`src/rtl/inst_prefetch_queue_if.sv`:
```
// rtl/inst_prefetch_queue_if.sv - fetch-stage bundle: redirect, memory req/gnt/rvld port, decode delivery
interface inst_prefetch_queue_if #(
  parameter int AW = 32,
  parameter int CW = 3
);
  logic          jmp_vld;
  logic [AW-1:0] jmp_addr;
  logic          hold;
  logic          mem_req;
  logic [AW-1:0] mem_addr;
  logic          mem_gnt;
  logic          mem_rvld;
  logic [31:0]   mem_rdata;
  logic          IF_vld;
  logic [AW-1:0] IF_pc;
  logic [31:0]   IF_inst;
  logic [CW-1:0] IF_count;

  modport master (
    input  jmp_vld, jmp_addr, hold, mem_gnt, mem_rvld, mem_rdata,
    output mem_req, mem_addr, IF_vld, IF_pc, IF_inst, IF_count
  );

  modport slave (
    output jmp_vld, jmp_addr, hold, mem_gnt, mem_rvld, mem_rdata,
    input  mem_req, mem_addr, IF_vld, IF_pc, IF_inst, IF_count
  );
endinterface

```
`src/rtl/inst_prefetch_queue.sv`:
```
// rtl/inst_prefetch_queue.sv - in-order instruction prefetch queue with redirect flush
module inst_prefetch_queue #(
  parameter int              AW       = 32,
  parameter int              DEPTH    = 4,
  parameter logic [AW-1:0]   RESET_PC = '0,
  parameter logic [31:0]     NOP_INST = 32'h0000_0013
) (
  input  logic                 clk,
  input  logic                 rst,
  inst_prefetch_queue_if.master bus
);
  localparam int PW = $clog2(DEPTH);
  localparam int CW = $clog2(DEPTH + 1);
  localparam logic [CW-1:0] FULL = CW'(DEPTH);

  logic [AW-1:0]    pc_q [DEPTH];
  logic [AW-1:0]    pc_d [DEPTH];
  logic [31:0]      inst_q [DEPTH];
  logic [31:0]      inst_d [DEPTH];
  logic [DEPTH-1:0] filled_q, filled_d;
  logic [PW-1:0]    alloc_ptr_q, alloc_ptr_d;
  logic [PW-1:0]    fill_ptr_q, fill_ptr_d;
  logic [PW-1:0]    head_ptr_q, head_ptr_d;
  logic [CW-1:0]    count_q, count_d;
  logic [CW-1:0]    out_q, out_d;
  logic [CW-1:0]    discard_q, discard_d;
  logic [AW-1:0]    fetch_pc_q, fetch_pc_d;
  logic             run_q, run_d;
  logic             head_vld, issue, fill, pop;

  // Requests are held back while stale responses drain so the credit count stays exact.
  assign head_vld     = filled_q[head_ptr_q];
  assign bus.mem_req  = run_q && (count_q != FULL) && !bus.jmp_vld && (discard_q == '0);
  assign bus.mem_addr = fetch_pc_q;
  assign issue        = bus.mem_req && bus.mem_gnt;
  assign fill         = bus.mem_rvld && (discard_q == '0) && !bus.jmp_vld;
  assign pop          = head_vld && !bus.hold && !bus.jmp_vld;

  assign bus.IF_vld   = head_vld;
  assign bus.IF_pc    = head_vld ? pc_q[head_ptr_q] : '0;
  assign bus.IF_inst  = head_vld ? inst_q[head_ptr_q] : NOP_INST;
  assign bus.IF_count = count_q;

  always_comb begin
    pc_d        = pc_q;
    inst_d      = inst_q;
    filled_d    = filled_q;
    alloc_ptr_d = alloc_ptr_q;
    fill_ptr_d  = fill_ptr_q;
    head_ptr_d  = head_ptr_q;
    count_d     = count_q;
    out_d       = out_q;
    discard_d   = discard_q;
    fetch_pc_d  = fetch_pc_q;
    run_d       = 1'b1;
    if (bus.jmp_vld) begin
      // Every fetch still owed by memory becomes a response to throw away.
      filled_d    = '0;
      alloc_ptr_d = '0;
      fill_ptr_d  = '0;
      head_ptr_d  = '0;
      count_d     = '0;
      out_d       = '0;
      discard_d   = discard_q + out_q - CW'(bus.mem_rvld);
      fetch_pc_d  = bus.jmp_addr;
    end else begin
      if (fill) begin
        inst_d[fill_ptr_q]   = bus.mem_rdata;
        filled_d[fill_ptr_q] = 1'b1;
        fill_ptr_d           = fill_ptr_q + PW'(1);
      end
      if (pop) begin
        filled_d[head_ptr_q] = 1'b0;
        head_ptr_d           = head_ptr_q + PW'(1);
      end
      if (issue) begin
        pc_d[alloc_ptr_q]     = fetch_pc_q;
        filled_d[alloc_ptr_q] = 1'b0;
        alloc_ptr_d           = alloc_ptr_q + PW'(1);
        fetch_pc_d            = fetch_pc_q + AW'(4);
      end
      if (bus.mem_rvld && (discard_q != '0)) begin
        discard_d = discard_q - CW'(1);
      end
      count_d = count_q + CW'(issue) - CW'(pop);
      out_d   = out_q + CW'(issue) - CW'(fill);
    end
  end

  always_ff @(posedge clk or posedge rst) begin
    if (rst) begin
      for (int i = 0; i < DEPTH; i++) begin
        pc_q[i]   <= '0;
        inst_q[i] <= '0;
      end
      filled_q    <= '0;
      alloc_ptr_q <= '0;
      fill_ptr_q  <= '0;
      head_ptr_q  <= '0;
      count_q     <= '0;
      out_q       <= '0;
      discard_q   <= '0;
      fetch_pc_q  <= RESET_PC;
      run_q       <= 1'b0;
    end else begin
      pc_q        <= pc_d;
      inst_q      <= inst_d;
      filled_q    <= filled_d;
      alloc_ptr_q <= alloc_ptr_d;
      fill_ptr_q  <= fill_ptr_d;
      head_ptr_q  <= head_ptr_d;
      count_q     <= count_d;
      out_q       <= out_d;
      discard_q   <= discard_d;
      fetch_pc_q  <= fetch_pc_d;
      run_q       <= run_d;
    end
  end

  a_rvld_outstanding: assert property (@(posedge clk) disable iff (rst)
    !(bus.mem_rvld && (out_q == '0) && (discard_q == '0)));
endmodule

```
`src/flat_wrapper.sv`:
```
// flat-port wrapper written by rule: the top's interface ports become plain ports
module inst_prefetch_queue_flat 
#(
  parameter int              AW       = 32,
  parameter int              DEPTH    = 4,
  parameter logic [AW-1:0]   RESET_PC = '0,
  parameter logic [31:0]     NOP_INST = 32'h0000_0013
)
  (clk, rst, bus_jmp_vld, bus_jmp_addr, bus_hold, bus_mem_gnt, bus_mem_rvld, bus_mem_rdata, bus_mem_req, bus_mem_addr, bus_IF_vld, bus_IF_pc, bus_IF_inst, bus_IF_count);
  inst_prefetch_queue_if #(.AW(AW), .CW(3)) bus_i ();
  input  logic clk;
  input  logic rst;
  input wire logic [$bits(bus_i.jmp_vld)-1:0] bus_jmp_vld;
  input wire logic [$bits(bus_i.jmp_addr)-1:0] bus_jmp_addr;
  input wire logic [$bits(bus_i.hold)-1:0] bus_hold;
  input wire logic [$bits(bus_i.mem_gnt)-1:0] bus_mem_gnt;
  input wire logic [$bits(bus_i.mem_rvld)-1:0] bus_mem_rvld;
  input wire logic [$bits(bus_i.mem_rdata)-1:0] bus_mem_rdata;
  output wire logic [$bits(bus_i.mem_req)-1:0] bus_mem_req;
  output wire logic [$bits(bus_i.mem_addr)-1:0] bus_mem_addr;
  output wire logic [$bits(bus_i.IF_vld)-1:0] bus_IF_vld;
  output wire logic [$bits(bus_i.IF_pc)-1:0] bus_IF_pc;
  output wire logic [$bits(bus_i.IF_inst)-1:0] bus_IF_inst;
  output wire logic [$bits(bus_i.IF_count)-1:0] bus_IF_count;
  assign bus_i.jmp_vld = bus_jmp_vld;
  assign bus_i.jmp_addr = bus_jmp_addr;
  assign bus_i.hold = bus_hold;
  assign bus_i.mem_gnt = bus_mem_gnt;
  assign bus_i.mem_rvld = bus_mem_rvld;
  assign bus_i.mem_rdata = bus_mem_rdata;
  assign bus_mem_req = bus_i.mem_req;
  assign bus_mem_addr = bus_i.mem_addr;
  assign bus_IF_vld = bus_i.IF_vld;
  assign bus_IF_pc = bus_i.IF_pc;
  assign bus_IF_inst = bus_i.IF_inst;
  assign bus_IF_count = bus_i.IF_count;
  inst_prefetch_queue #(.AW(AW), .DEPTH(DEPTH), .RESET_PC(RESET_PC), .NOP_INST(NOP_INST)) u_core (.clk(clk), .rst(rst), .bus(bus_i));
endmodule
```
`config.mk`:
```
export PLATFORM = sky130hd
export DESIGN_NAME = inst_prefetch_queue_flat
export DESIGN_NICKNAME = d
export VERILOG_FILES = /design/src/rtl/inst_prefetch_queue_if.sv /design/src/rtl/inst_prefetch_queue.sv /design/src/flat_wrapper.sv
export SDC_FILE = /design/constraint.sdc
export NUM_CORES = 1
export LEC_CHECK = 0
export CORE_ASPECT_RATIO = 1.2
export CORE_UTILIZATION = 47
export CTS_CLUSTER_SIZE = 24
export DETAILED_ROUTE_END_ITERATION = 16
export PLACE_DENSITY = 0.69
export SETUP_SLACK_MARGIN = 0.05
export SLEW_MARGIN = 0
export SYNTH_ARGS = -nofsm -noshare
export SYNTH_HDL_FRONTEND = slang
export SYNTH_SLANG_ARGS = --single-unit
```
`constraint.sdc`:
```
create_clock -name clk -period 21.4 [get_ports clk]
set_clock_uncertainty 0.05 [all_clocks]
set_input_delay 4.28 -clock clk [delete_from_list [all_inputs] [get_ports clk]]
set_output_delay 4.28 -clock clk [all_outputs]
set_load 0.02 [all_outputs]
```
==> results_dict.tcl <==
set metrics [dict create \
    status "complete, no violations" \
    p_clk_frac 0.344 \
    ys_seq_area_frac 0.524 \
    fin_crit_sh 0.454 \
    power_switching_uw 428 \
    cp-end-kind "output port" \
    area_growth_pct 20.6 \
    ys.flop_type "dfrtp_1" \
    worst_ep_arrival_time_ns 5.38 \
    rsz0062_at_grt "no" \
    synthCells 1044 \
    cp-start-kind "input pin" \
    clock_latency_ns 0.51 \
    numPortBuffers 170 \
    final_area_um2 17700 \
    gp_congestion 0.835 \
    final_layout_size_suffix_gt1_frac 0.319 \
    cap_violations 0 \
    cts_made_buffers 34 \
    yosysTopAreaCell "dfrtp_1" \
    finalSetupViolCount 0 \
    fmax_ghz 0.103 \
    die-area_um2 32000 \
    yosys-top-cells-area "dfrtp_1, mux2_2, mux4_2, nor2b_1, mux2_4" \
    cp.required_ns 17.07 \
    dpl-instance-area_um2 16600 \
    crit_type "input pin to output port" \
    vias 8845 \
    synth-edff-count 0 \
    syn_nets 1139 \
    pwr-share-comb 0.208 \
    pre_cts_ws_ns 11.70 \
    ys_ff_latch 308 \
    fin_tns_setup_ns 0 \
    via_per_inst 5.49 \
    dp_hpwl_um 19500 \
    wire_per_inst_um 19.8 \
    htreeDepth 2 \
    num_rows 70 \
    power_frac_seq 0.448 \
    die_y_um 196 \
    synthesis.area_um2 14700 \
    first_pass_iters 4 \
    hold_buffers 0 \
    cts_max_path_buffers 3 \
    worst_slack_ns 11.69 \
    ios 171 \
    core_um2 30700 \
    power.switching_fraction 0.254 \
    first_iter_violations 545 \
    grt_max_degree 146 \
    async_flop_share 1.00 \
    cts_num_sinks 308 \
    total_power_uw 1680 \
    clk_pin_slew_ns 0.06 \
    initial_core_util 0.480 \
    syn_area_per_cell_um2 14.1 \
    grtUsageTotal 0.206 \
    grt_overflow_total 0 \
    die_w_um 163 \
    drt_wl_total_um 31900 \
    diodes 0 \
    power_density_nw_per_um2 95.0 \
    ys_types 52 \
    synth_most_common_cell "dfrtp_1" \
    cp_max_fo 13 \
    grt_pass1_vias 9288 \
    finalCriticalPeriod_ns 9.71 \
    antenna_found_initial 2 \
    synthTopCellsByCount "dfrtp_1, mux2_2, mux4_2, nor2b_1, nand2_1" \
    drc 0 \
    netlist.area_leader.share 0.524 \
    maxSlewHeadroom 0.264 \
    vdd_drop_max_v 0.0000694 \
    cts_setup_buffers 0 \
    nNetsFinal 1285 \
    ant_nets 0 \
    cts-root-buf "clkbuf_16" \
    yosysWarnings 0 \
    drv_slew 0 \
    intPower_uw 1260 \
    tightest_slew_ns 1.10 \
    timing_hold_violations_final 0 \
    cts_tree "yes" \
    hold_class "register to register" \
    grt_pass1_wl_um 51300 \
    power_leakage_uw 0.00792 \
    post_cts_resized 0 \
]
## critical path, stage by stage
cell and delay [ns]:
buf_2 0.21, nor3_1 0.25, clkdlybuf4s50_1 0.64
## stage by stage
stage	hold slack, ns	cells	utilization
floorplan	0.394	1044	-
global placement	0.407	1550	0.542
detailed placement	0.420	1550	0.542
CTS	0.433	1610	0.578
global route	0.453	1610	0.578
finish	0.429	1610	0.578
## power by group through the flow
stage | Sequential, uW | Clock, uW | Combinational, uW
global placement | 759 | 0 | 348
global route | 769 | 617 | 382
CTS | 754 | 596 | 356
finish | 754 | 579 | 350
detailed placement | 763 | 0 | 354
floorplan | 743 | 0 | 268
## layer usage
metal	wire length, um	track usage	vias up
met5	11	0	-
met4	545	0.0509	2
met3	2070	0.0467	45
met2	15100	0.332	217
met1	14200	0.283	4539
li1	-	-	4042
## flip-flops by register name, summed over array words and instances (netlist names)
signal,count
u_core.inst_q,128
u_core.pc_q,128
u_core.bus.mem_addr,32
u_core.filled_q,4
u_core.bus.IF_count,3
u_core.discard_q,3
u_core.out_q,3
u_core.alloc_ptr_q,2
u_core.fill_ptr_q,2
u_core.head_ptr_q,2
u_core.run_q,1
## final timing paths
| check | slack [ns] | depth (start not counted) | startpoint | endpoint |
|---|---|---|---|---|
| hold / removal | 0.43 | 2 | u_core.pc_q[45] | u_core.pc_q[45] |
| hold reg to reg | 0.43 | 2 | u_core.pc_q[45] | u_core.pc_q[45] |
| setup reg to reg | 17.48 | 11 | u_core.head_ptr_q[0] | u_core.bus.IF_count[2] |
| max in group asynchronous | 15.01 | 3 | rst | u_core.head_ptr_q[0] |
| setup / recovery | 11.69 | 3 | bus_jmp_vld | bus_mem_req |
| min in group asynchronous | 4.29 | 2 | rst | u_core.inst_q[122] |
## area by class of cell
cell class / count / area [um2]
clock inverters: 8 / 96.3
fillers: 2518 / 12900
inverters: 23 / 93.8
flip-flops and latches: 308 / 7710
clock buffers: 52 / 1010
multi-input cells: 645 / 6560
well taps: 396 / 495
repair buffers: 178 / 1760
## layout by cell type, fill, tap and decap left out, drive strengths merged, types with 3 or more instances in the layout
cell,instances
dfrtp,308
mux2,249
clkdlybuf4s50,169
mux4,64
nor2b,64
nand2,54
clkbuf,52
o21ai,44
xnor2,23
inv,23
ha,22
nor2,17
nand4,17
xor2,15
nor3,10
nand3,10
buf,9
nor4,7
and2,6
mux2i,5
clkinv,5
a211oi,4
and3,4
or2,4
nor3b,4
a21oi,3
a221o,3
fa,3
## cell families (layout without fill, tap and decap cells)
kind of cell,Yosys count,in the layout,share of synthesized area
DFF,308,308,0.524
and+or+nand+nor,206,206,0.0813
muxes,318,318,0.297
adders and majority gates,25,25,0.0228
other,1,1,0.000255
AOI/OAI and AO/OA,57,57,0.0216
xor gates and xnor gates,38,38,0.0226
buffers and inverters,91,261,0.0297
Note: power is estimated with default switching activity, not from simulation.
